$ cat src/rtl/lpc_cycle_streamer_pkg.sv
// Shared types and constants for the LPC cycle-record streamer.
// Covers the serialiser state codes, the record type codes and the record field positions.
package lpc_cycle_streamer_pkg;

    typedef enum logic [2:0] {
        ST_IDLE = 3'd0,
        ST_HDR  = 3'd1,
        ST_B3   = 3'd2,
        ST_B2   = 3'd3,
        ST_B1   = 3'd4,
        ST_B0   = 3'd5
    } strm_state_t;

    localparam int          REC_TYPE_MSB  = 1;
    localparam int          REC_TYPE_LSB  = 0;
    localparam logic [1:0]  REC_TYPE_NONE = 2'b00;

    // Byte shown on the stream for a given serialiser state; IDLE drives zero.
    function automatic logic [7:0] frame_byte(input strm_state_t st,
                                              input logic [31:0] rec,
                                              input logic [7:0]  sync);
        logic [7:0] b;
        b = 8'h00;
        case (st)
            ST_HDR:  b = sync;
            ST_B3:   b = rec[31:24];
            ST_B2:   b = rec[23:16];
            ST_B1:   b = rec[15:8];
            ST_B0:   b = rec[7:0];
            default: b = 8'h00;
        endcase
        return b;
    endfunction

endpackage

$ cat src/rtl/lpc_cycle_streamer_if.sv
// Byte stream (valid/ready) from the streamer to the host-side bridge.
interface lpc_cycle_streamer_if;
    logic [7:0] m_data;
    logic       m_valid;
    logic       m_ready;

    modport master (output m_data, output m_valid, input m_ready);
    modport slave  (input m_data, input m_valid, output m_ready);
endinterface

$ cat src/rtl/lpc_cycle_streamer_fifo.sv
// Synchronous FIFO with level output; a push is accepted while full if a pop occurs on the same edge.
module lpc_sync_fifo #(
    parameter int WIDTH = 32,
    parameter int DEPTH = 8
) (
    input  logic                     clk_i,
    input  logic                     nrst_i,
    input  logic                     push,
    input  logic                     pop,
    input  logic [WIDTH-1:0]         wdata,
    output logic [WIDTH-1:0]         rdata,
    output logic                     full,
    output logic                     empty,
    output logic [$clog2(DEPTH):0]   level
);
    localparam int AW = $clog2(DEPTH);

    logic [WIDTH-1:0] mem [DEPTH];
    logic [AW:0]      wr_ptr;
    logic [AW:0]      rd_ptr;
    logic             do_push;
    logic             do_pop;

    // The extra pointer bit separates a full FIFO from an empty one at equal indices.
    assign empty   = (wr_ptr == rd_ptr);
    assign full    = (wr_ptr[AW] != rd_ptr[AW]) && (wr_ptr[AW-1:0] == rd_ptr[AW-1:0]);
    assign do_pop  = pop && !empty;
    assign do_push = push && (!full || do_pop);
    assign rdata   = mem[rd_ptr[AW-1:0]];

    always_ff @(posedge clk_i or negedge nrst_i) begin
        if (!nrst_i) begin
            wr_ptr <= '0;
            rd_ptr <= '0;
            level  <= '0;
        end else begin
            if (do_push) wr_ptr <= wr_ptr + 1'b1;
            if (do_pop)  rd_ptr <= rd_ptr + 1'b1;
            case ({do_push, do_pop})
                2'b10:   level <= level + 1'b1;
                2'b01:   level <= level - 1'b1;
                default: level <= level;
            endcase
        end
    end

    always_ff @(posedge clk_i) begin
        if (do_push) mem[wr_ptr[AW-1:0]] <= wdata;
    end

endmodule

$ cat src/rtl/lpc_cycle_streamer.sv
// Captures LPC cycle records on READY rising edges, buffers them and serialises each
// as a sync byte plus four record bytes (MSB first) on a valid/ready byte stream.
module lpc_cycle_streamer
    import lpc_cycle_streamer_pkg::*;
#(
    parameter int         FIFO_DEPTH = 8,
    parameter logic [7:0] SYNC_BYTE  = 8'hA5
) (
    input  logic                          clk_i,
    input  logic                          nrst_i,
    input  logic [31:0]                   tdata_i,
    input  logic                          ready_i,
    input  logic                          clear_i,
    lpc_cycle_streamer_if.master          strm,
    output logic [$clog2(FIFO_DEPTH):0]   fifo_level_o,
    output logic [7:0]                    drop_cnt_o,
    output logic                          overflow_o
);
    logic        ready_q;
    logic        keep_rec;
    logic        drop;
    logic        pop;
    logic        full;
    logic        empty;
    logic [31:0] head;
    logic        handshake;

    strm_state_t state_q, state_d;
    logic [31:0] shreg_q, shreg_d;
    logic [7:0]  data_q, data_d;
    logic        valid_q, valid_d;

    assign keep_rec  = ready_i && !ready_q &&
                       (tdata_i[REC_TYPE_MSB:REC_TYPE_LSB] != REC_TYPE_NONE);
    assign drop      = keep_rec && full && !pop;
    assign handshake = valid_q && strm.m_ready;

    lpc_sync_fifo #(.WIDTH(32), .DEPTH(FIFO_DEPTH)) u_fifo (
        .clk_i  (clk_i),
        .nrst_i (nrst_i),
        .push   (keep_rec),
        .pop    (pop),
        .wdata  (tdata_i),
        .rdata  (head),
        .full   (full),
        .empty  (empty),
        .level  (fifo_level_o)
    );

    // History resets high so a READY already asserted at reset release is not a rising edge.
    always_ff @(posedge clk_i or negedge nrst_i) begin
        if (!nrst_i) begin
            ready_q    <= 1'b1;
            drop_cnt_o <= 8'h00;
            overflow_o <= 1'b0;
        end else begin
            ready_q <= ready_i;
            if (drop) begin
                overflow_o <= 1'b1;
                if (clear_i)                 drop_cnt_o <= 8'h01;
                else if (drop_cnt_o != 8'hFF) drop_cnt_o <= drop_cnt_o + 8'h01;
            end else if (clear_i) begin
                drop_cnt_o <= 8'h00;
                overflow_o <= 1'b0;
            end
        end
    end

    always_ff @(posedge clk_i or negedge nrst_i) begin
        if (!nrst_i) begin
            state_q <= ST_IDLE;
            shreg_q <= 32'h0;
            data_q  <= 8'h00;
            valid_q <= 1'b0;
        end else begin
            state_q <= state_d;
            shreg_q <= shreg_d;
            data_q  <= data_d;
            valid_q <= valid_d;
        end
    end

    // Stream outputs are computed from the next state so they register alongside it.
    always_comb begin
        state_d = state_q;
        shreg_d = shreg_q;
        pop     = 1'b0;
        case (state_q)
            ST_IDLE: if (!empty) begin
                pop     = 1'b1;
                shreg_d = head;
                state_d = ST_HDR;
            end
            ST_HDR:  if (handshake) state_d = ST_B3;
            ST_B3:   if (handshake) state_d = ST_B2;
            ST_B2:   if (handshake) state_d = ST_B1;
            ST_B1:   if (handshake) state_d = ST_B0;
            ST_B0:   if (handshake) begin
                if (!empty) begin
                    pop     = 1'b1;
                    shreg_d = head;
                    state_d = ST_HDR;
                end else begin
                    state_d = ST_IDLE;
                end
            end
            default: state_d = ST_IDLE;
        endcase
        valid_d = (state_d != ST_IDLE);
        data_d  = frame_byte(state_d, shreg_d, SYNC_BYTE);
    end

    assign strm.m_data  = data_q;
    assign strm.m_valid = valid_q;

endmodule

$ cat src/flat_wrapper.sv
// flat-port wrapper written by rule: the top's interface ports become plain ports
module lpc_cycle_streamer_flat import lpc_cycle_streamer_pkg::*;
#(
    parameter int         FIFO_DEPTH = 8,
    parameter logic [7:0] SYNC_BYTE  = 8'hA5
)
  (clk_i, nrst_i, tdata_i, ready_i, clear_i, fifo_level_o, drop_cnt_o, overflow_o, strm_m_data, strm_m_valid, strm_m_ready);
  lpc_cycle_streamer_if strm_i ();
  input  logic clk_i;
  input  logic nrst_i;
  input  logic [31:0] tdata_i;
  input  logic ready_i;
  input  logic clear_i;
  output logic [$clog2(FIFO_DEPTH):0] fifo_level_o;
  output logic [7:0] drop_cnt_o;
  output logic overflow_o;
  output wire logic [$bits(strm_i.m_data)-1:0] strm_m_data;
  output wire logic [$bits(strm_i.m_valid)-1:0] strm_m_valid;
  input wire logic [$bits(strm_i.m_ready)-1:0] strm_m_ready;
  assign strm_m_data = strm_i.m_data;
  assign strm_m_valid = strm_i.m_valid;
  assign strm_i.m_ready = strm_m_ready;
  lpc_cycle_streamer #(.FIFO_DEPTH(FIFO_DEPTH), .SYNC_BYTE(SYNC_BYTE)) u_core (.clk_i(clk_i), .nrst_i(nrst_i), .tdata_i(tdata_i), .ready_i(ready_i), .clear_i(clear_i), .strm(strm_i), .fifo_level_o(fifo_level_o), .drop_cnt_o(drop_cnt_o), .overflow_o(overflow_o));
endmodule
$ cat config.mk
export PLATFORM = sky130hd
export DESIGN_NAME = lpc_cycle_streamer_flat
export DESIGN_NICKNAME = d
export VERILOG_FILES = /design/src/rtl/lpc_cycle_streamer_pkg.sv /design/src/rtl/lpc_cycle_streamer_if.sv /design/src/rtl/lpc_cycle_streamer_fifo.sv /design/src/rtl/lpc_cycle_streamer.sv /design/src/flat_wrapper.sv
export SDC_FILE = /design/constraint.sdc
export NUM_CORES = 1
export LEC_CHECK = 0
export ABC_AREA = 0
export BUFFER_PORTS_ARGS = -buffer_cell sky130_fd_sc_hd__buf_2
export CAP_MARGIN = 5
export CORE_AREA = 2 2 154 156
export CTS_BUF_LIST = sky130_fd_sc_hd__clkbuf_16
export DETAILED_ROUTE_END_ITERATION = 8
export DIE_AREA = 0 0 156 158
export PLACE_DENSITY = 0.71
export SYNTH_ARGS = -nofsm -noshare
export SYNTH_HDL_FRONTEND = slang
export SYNTH_SLANG_ARGS = --single-unit
$ cat constraint.sdc
create_clock -name clk_i -period 9.6 [get_ports clk_i]
set_input_delay 1.92 -clock clk_i [delete_from_list [all_inputs] [get_ports clk_i]]
set_output_delay 1.92 -clock clk_i [all_outputs]
set_load 0.02 [all_outputs]
==> impl_metrics.ini <==
[drt]
routed_wirelength_um = 25300
drtPass1Iterations = 6
wl_per_cell_um = 23.2
drtAntennaViolNets = 0
vias = 6700
drc = 0
vias_per_cell = 6.14
drt_iter0_drc = 622

[timing]
hold_ws_ns = 0.469
post-route-period-util_pct = 42.7
maxSlewHeadroom_pct = 28.7
period_minus_slack_ns = 4.10
rsz0062_at_grt = no
hold_viol_final = 0
tightest_slew_ns = 1.06
tns_ns = 0
clock.fmax_mhz = 244
setup_viol = 0
clock_skew_ns = 0.0180
drv_slew = 0

[synthesis]
synthesis.nets = 745
synth-async-reset-ratio_pct = 20.5
syn_area_per_cell_um2 = 18.4
ys_top_cells_by_area = edfxtp_1 60%, dfrtp_1 13%, mux4_2 9.8%
synth_seq_cells = 322
synth-edff-count = 256
synthCells = 702
synth_top_area_cell = edfxtp_1
syn_area_um2 = 12900
synth_top_area_share_pct = 59.6
synth-warning-count = 0
synth_cell_types = 58
synth-seq-area-share_pct = 72.5
ys.flop_type = edfxtp_1

[floorplan]
chipHeight_um = 158
die_w_um = 156
boundaryPins = 59
die-area_um2 = 24600
start_util_pct = 55.9
coreArea_um2 = 23100
row_count = 56

[placed_design]
port_buffers = 58
dp_hpwl_um = 15000
finalWeightedCongestion = 0.855

[run]
drv_cap = 0

[grt]
grt_usage_pct = 21.4
antenna_found_initial = 2
grt_pass1_wl_um = 39300
grt_max_degree = 69
grt_pass1_vias = 6759
grt_overflow = 0

[status]
outcome = completed

[clock_network]
path_clk_slew_ns = 0.06
numCtsBuffers = 34
post_cts_buffers = 0
htree_levels = 2
cts_max_path_buffers = 3
cts_tree = done
clock_sink_count = 322
ctsResizeCount = 0
cts_hold_buffers = 0
clockRootBuffer = clkbuf_16
clk_latency_ns = 0.52

[setup_path]
cp_max_fo = 13
crit_type = in2reg
arrival_ns = 4.50
startpoint_type = input port
end_kind = flop
cp.required_ns = 10.00

[layout]
nets = 818
area_growth_pct = 13.4
nFillCells = 1601
drive_above_1_share_pct = 27.6

[pwr]
ir_drop_v = 0.000147
power_leakage_nw = 5.20
powerDensity_nw_per_um2 = 297

[worst_hold_path]
hold_class = reg2reg
[critical path, stage by stage]
cell	delay [ns]
buf_2	0.16
o21ai_1	0.84
nand2_1	0.28
inv_1	0.15
ha_1	0.24
a21o_1	0.18
a21oi_1	0.22
a2111oi_0	0.09
a31o_2	0.28
xor2_1	0.14
[synthesized netlist by cell type (3+ instances only)]
library cell	n
buf_2	18
dfrtp_1	65
o2111ai_1	4
mux4_1	8
mux2_2	11
nand4_1	3
nor2_1	22
nor4_2	3
o22ai_1	5
inv_1	9
nand2_1	43
a21oi_1	4
nor4_1	4
mux4_2	56
ha_1	5
xnor2_1	10
clkbuf_1	15
buf_1	4
a222oi_1	4
edfxtp_1	256
and3_1	3
or3_1	3
xor2_1	10
nor3_1	6
a221o_1	4
a22oi_1	7
o21ai_0	37
nand3_1	14
mux2i_1	30
[metrics by stage]
| step | area [µm²] | util, % | instances | power, W | setup WS [ns] |
|---|---|---|---|---|---|
| after floorplan | 12900 | - | 702 | 0.00281 | 3.09 |
| final | 14600 | 63.4 | 1091 | 0.00434 | 5.50 |
| after global placement | 13600 | 58.8 | 1029 | 0.00310 | 5.19 |
| after CTS | 14600 | 63.4 | 1090 | 0.00438 | 5.58 |
| after global routing | 14600 | 63.4 | 1091 | 0.00456 | 5.29 |
| after detailed placement | 13600 | 58.8 | 1029 | 0.00315 | 5.05 |
[routing by layer]
layer,vias to the layer above,global-route usage [%],wire length (µm)
li1,2974,-,-
met1,3436,29.5,10400
met2,247,35.9,12900
met3,41,4.05,1580
met4,2,5.50,437
met5,-,0,13
[cell usage in the layout, fill, tap and decap left out, types with 3 or more instances in the layout]
cell       count
a21oi_1        4
a221o_1        4
a222oi_1       4
a22oi_1        7
and3_1         3
buf_2         58
buf_4         19
clkbuf_16     34
clkinv_1       3
clkinv_2       7
dfrtp_1       62
edfxtp_1     256
ha_1           5
inv_1         16
inv_6          3
mux2_2        11
mux2i_1       30
mux4_1         8
mux4_2        56
nand2_1       43
nand3_1       14
nand4_1        3
nor2_1        21
nor3_1         4
nor3b_2        3
nor4_1         3
nor4_2         4
o2111ai_1      4
o21ai_0       36
o22ai_1        5
or3_1          3
xnor2_1       10
xor2_1        10
[cell families after synthesis]
group	synth area share, %
muxes	14.9
xor gates and xnor gates	1.36
AOI/OAI and AO/OA	4.31
and+or+nand+nor	4.55
DFF	72.5
adders and majority gates	0.641
buffers and inverters	1.73
[power breakdown]
part,internal (W),leakage [nW],total (W),switching [W]
clock network,0.000706,0.546,0.00122,0.000513
logic,0.000556,1.53,0.00126,0.000702
registers,0.00170,3.13,0.00186,0.000157
[state kept, by name (all words and copies together), names as in the netlist]
| signal | flops |
|---|---|
| u_core.state_q | 3 |
| u_core.u_fifo.level | 4 |
| u_core.u_fifo.wr_ptr | 4 |
| u_core.ready_q | 1 |
| u_core.shreg_q | 32 |
| u_core.strm.m_valid | 1 |
| u_core.u_fifo.rd_ptr | 4 |
| u_core.drop_cnt_o | 8 |
| u_core.u_fifo.mem | 256 |
| u_core.strm.m_data | 8 |
| u_core.overflow_o | 1 |
[final cells by class]
cell class	instances	area, µm²	area share, %
antenna	1	2.50	0.0171
clock buffer	34	851	5.82
clock inverter	27	205	1.40
inverter	9	33.8	0.231
multi-input combinational	331	3380	23.1
sequential	322	9350	63.9
tap	290	363	2.48
timing repair buffer	77	433	2.96
[path summary, 6_finish.rpt]
path / start / to / slack [ns] / cells after the start
hold reg to reg: u_core.u_fifo.level[3] / u_core.u_fifo.level[3] / 0.47 / 1
min in group asynchronous: nrst_i / u_core.u_fifo.level[0] / 1.59 / 2
setup / recovery: tdata_i[1] / u_core.u_fifo.level[3] / 5.50 / 10
hold / removal: u_core.u_fifo.level[3] / u_core.u_fifo.level[3] / 0.47 / 1
setup reg to reg: u_core.u_fifo.rd_ptr[1] / u_core.u_fifo.level[3] / 5.88 / 12
max in group asynchronous: nrst_i / u_core.u_fifo.rd_ptr[0] / 7.36 / 2
Power figures use the tool's default switching activity.
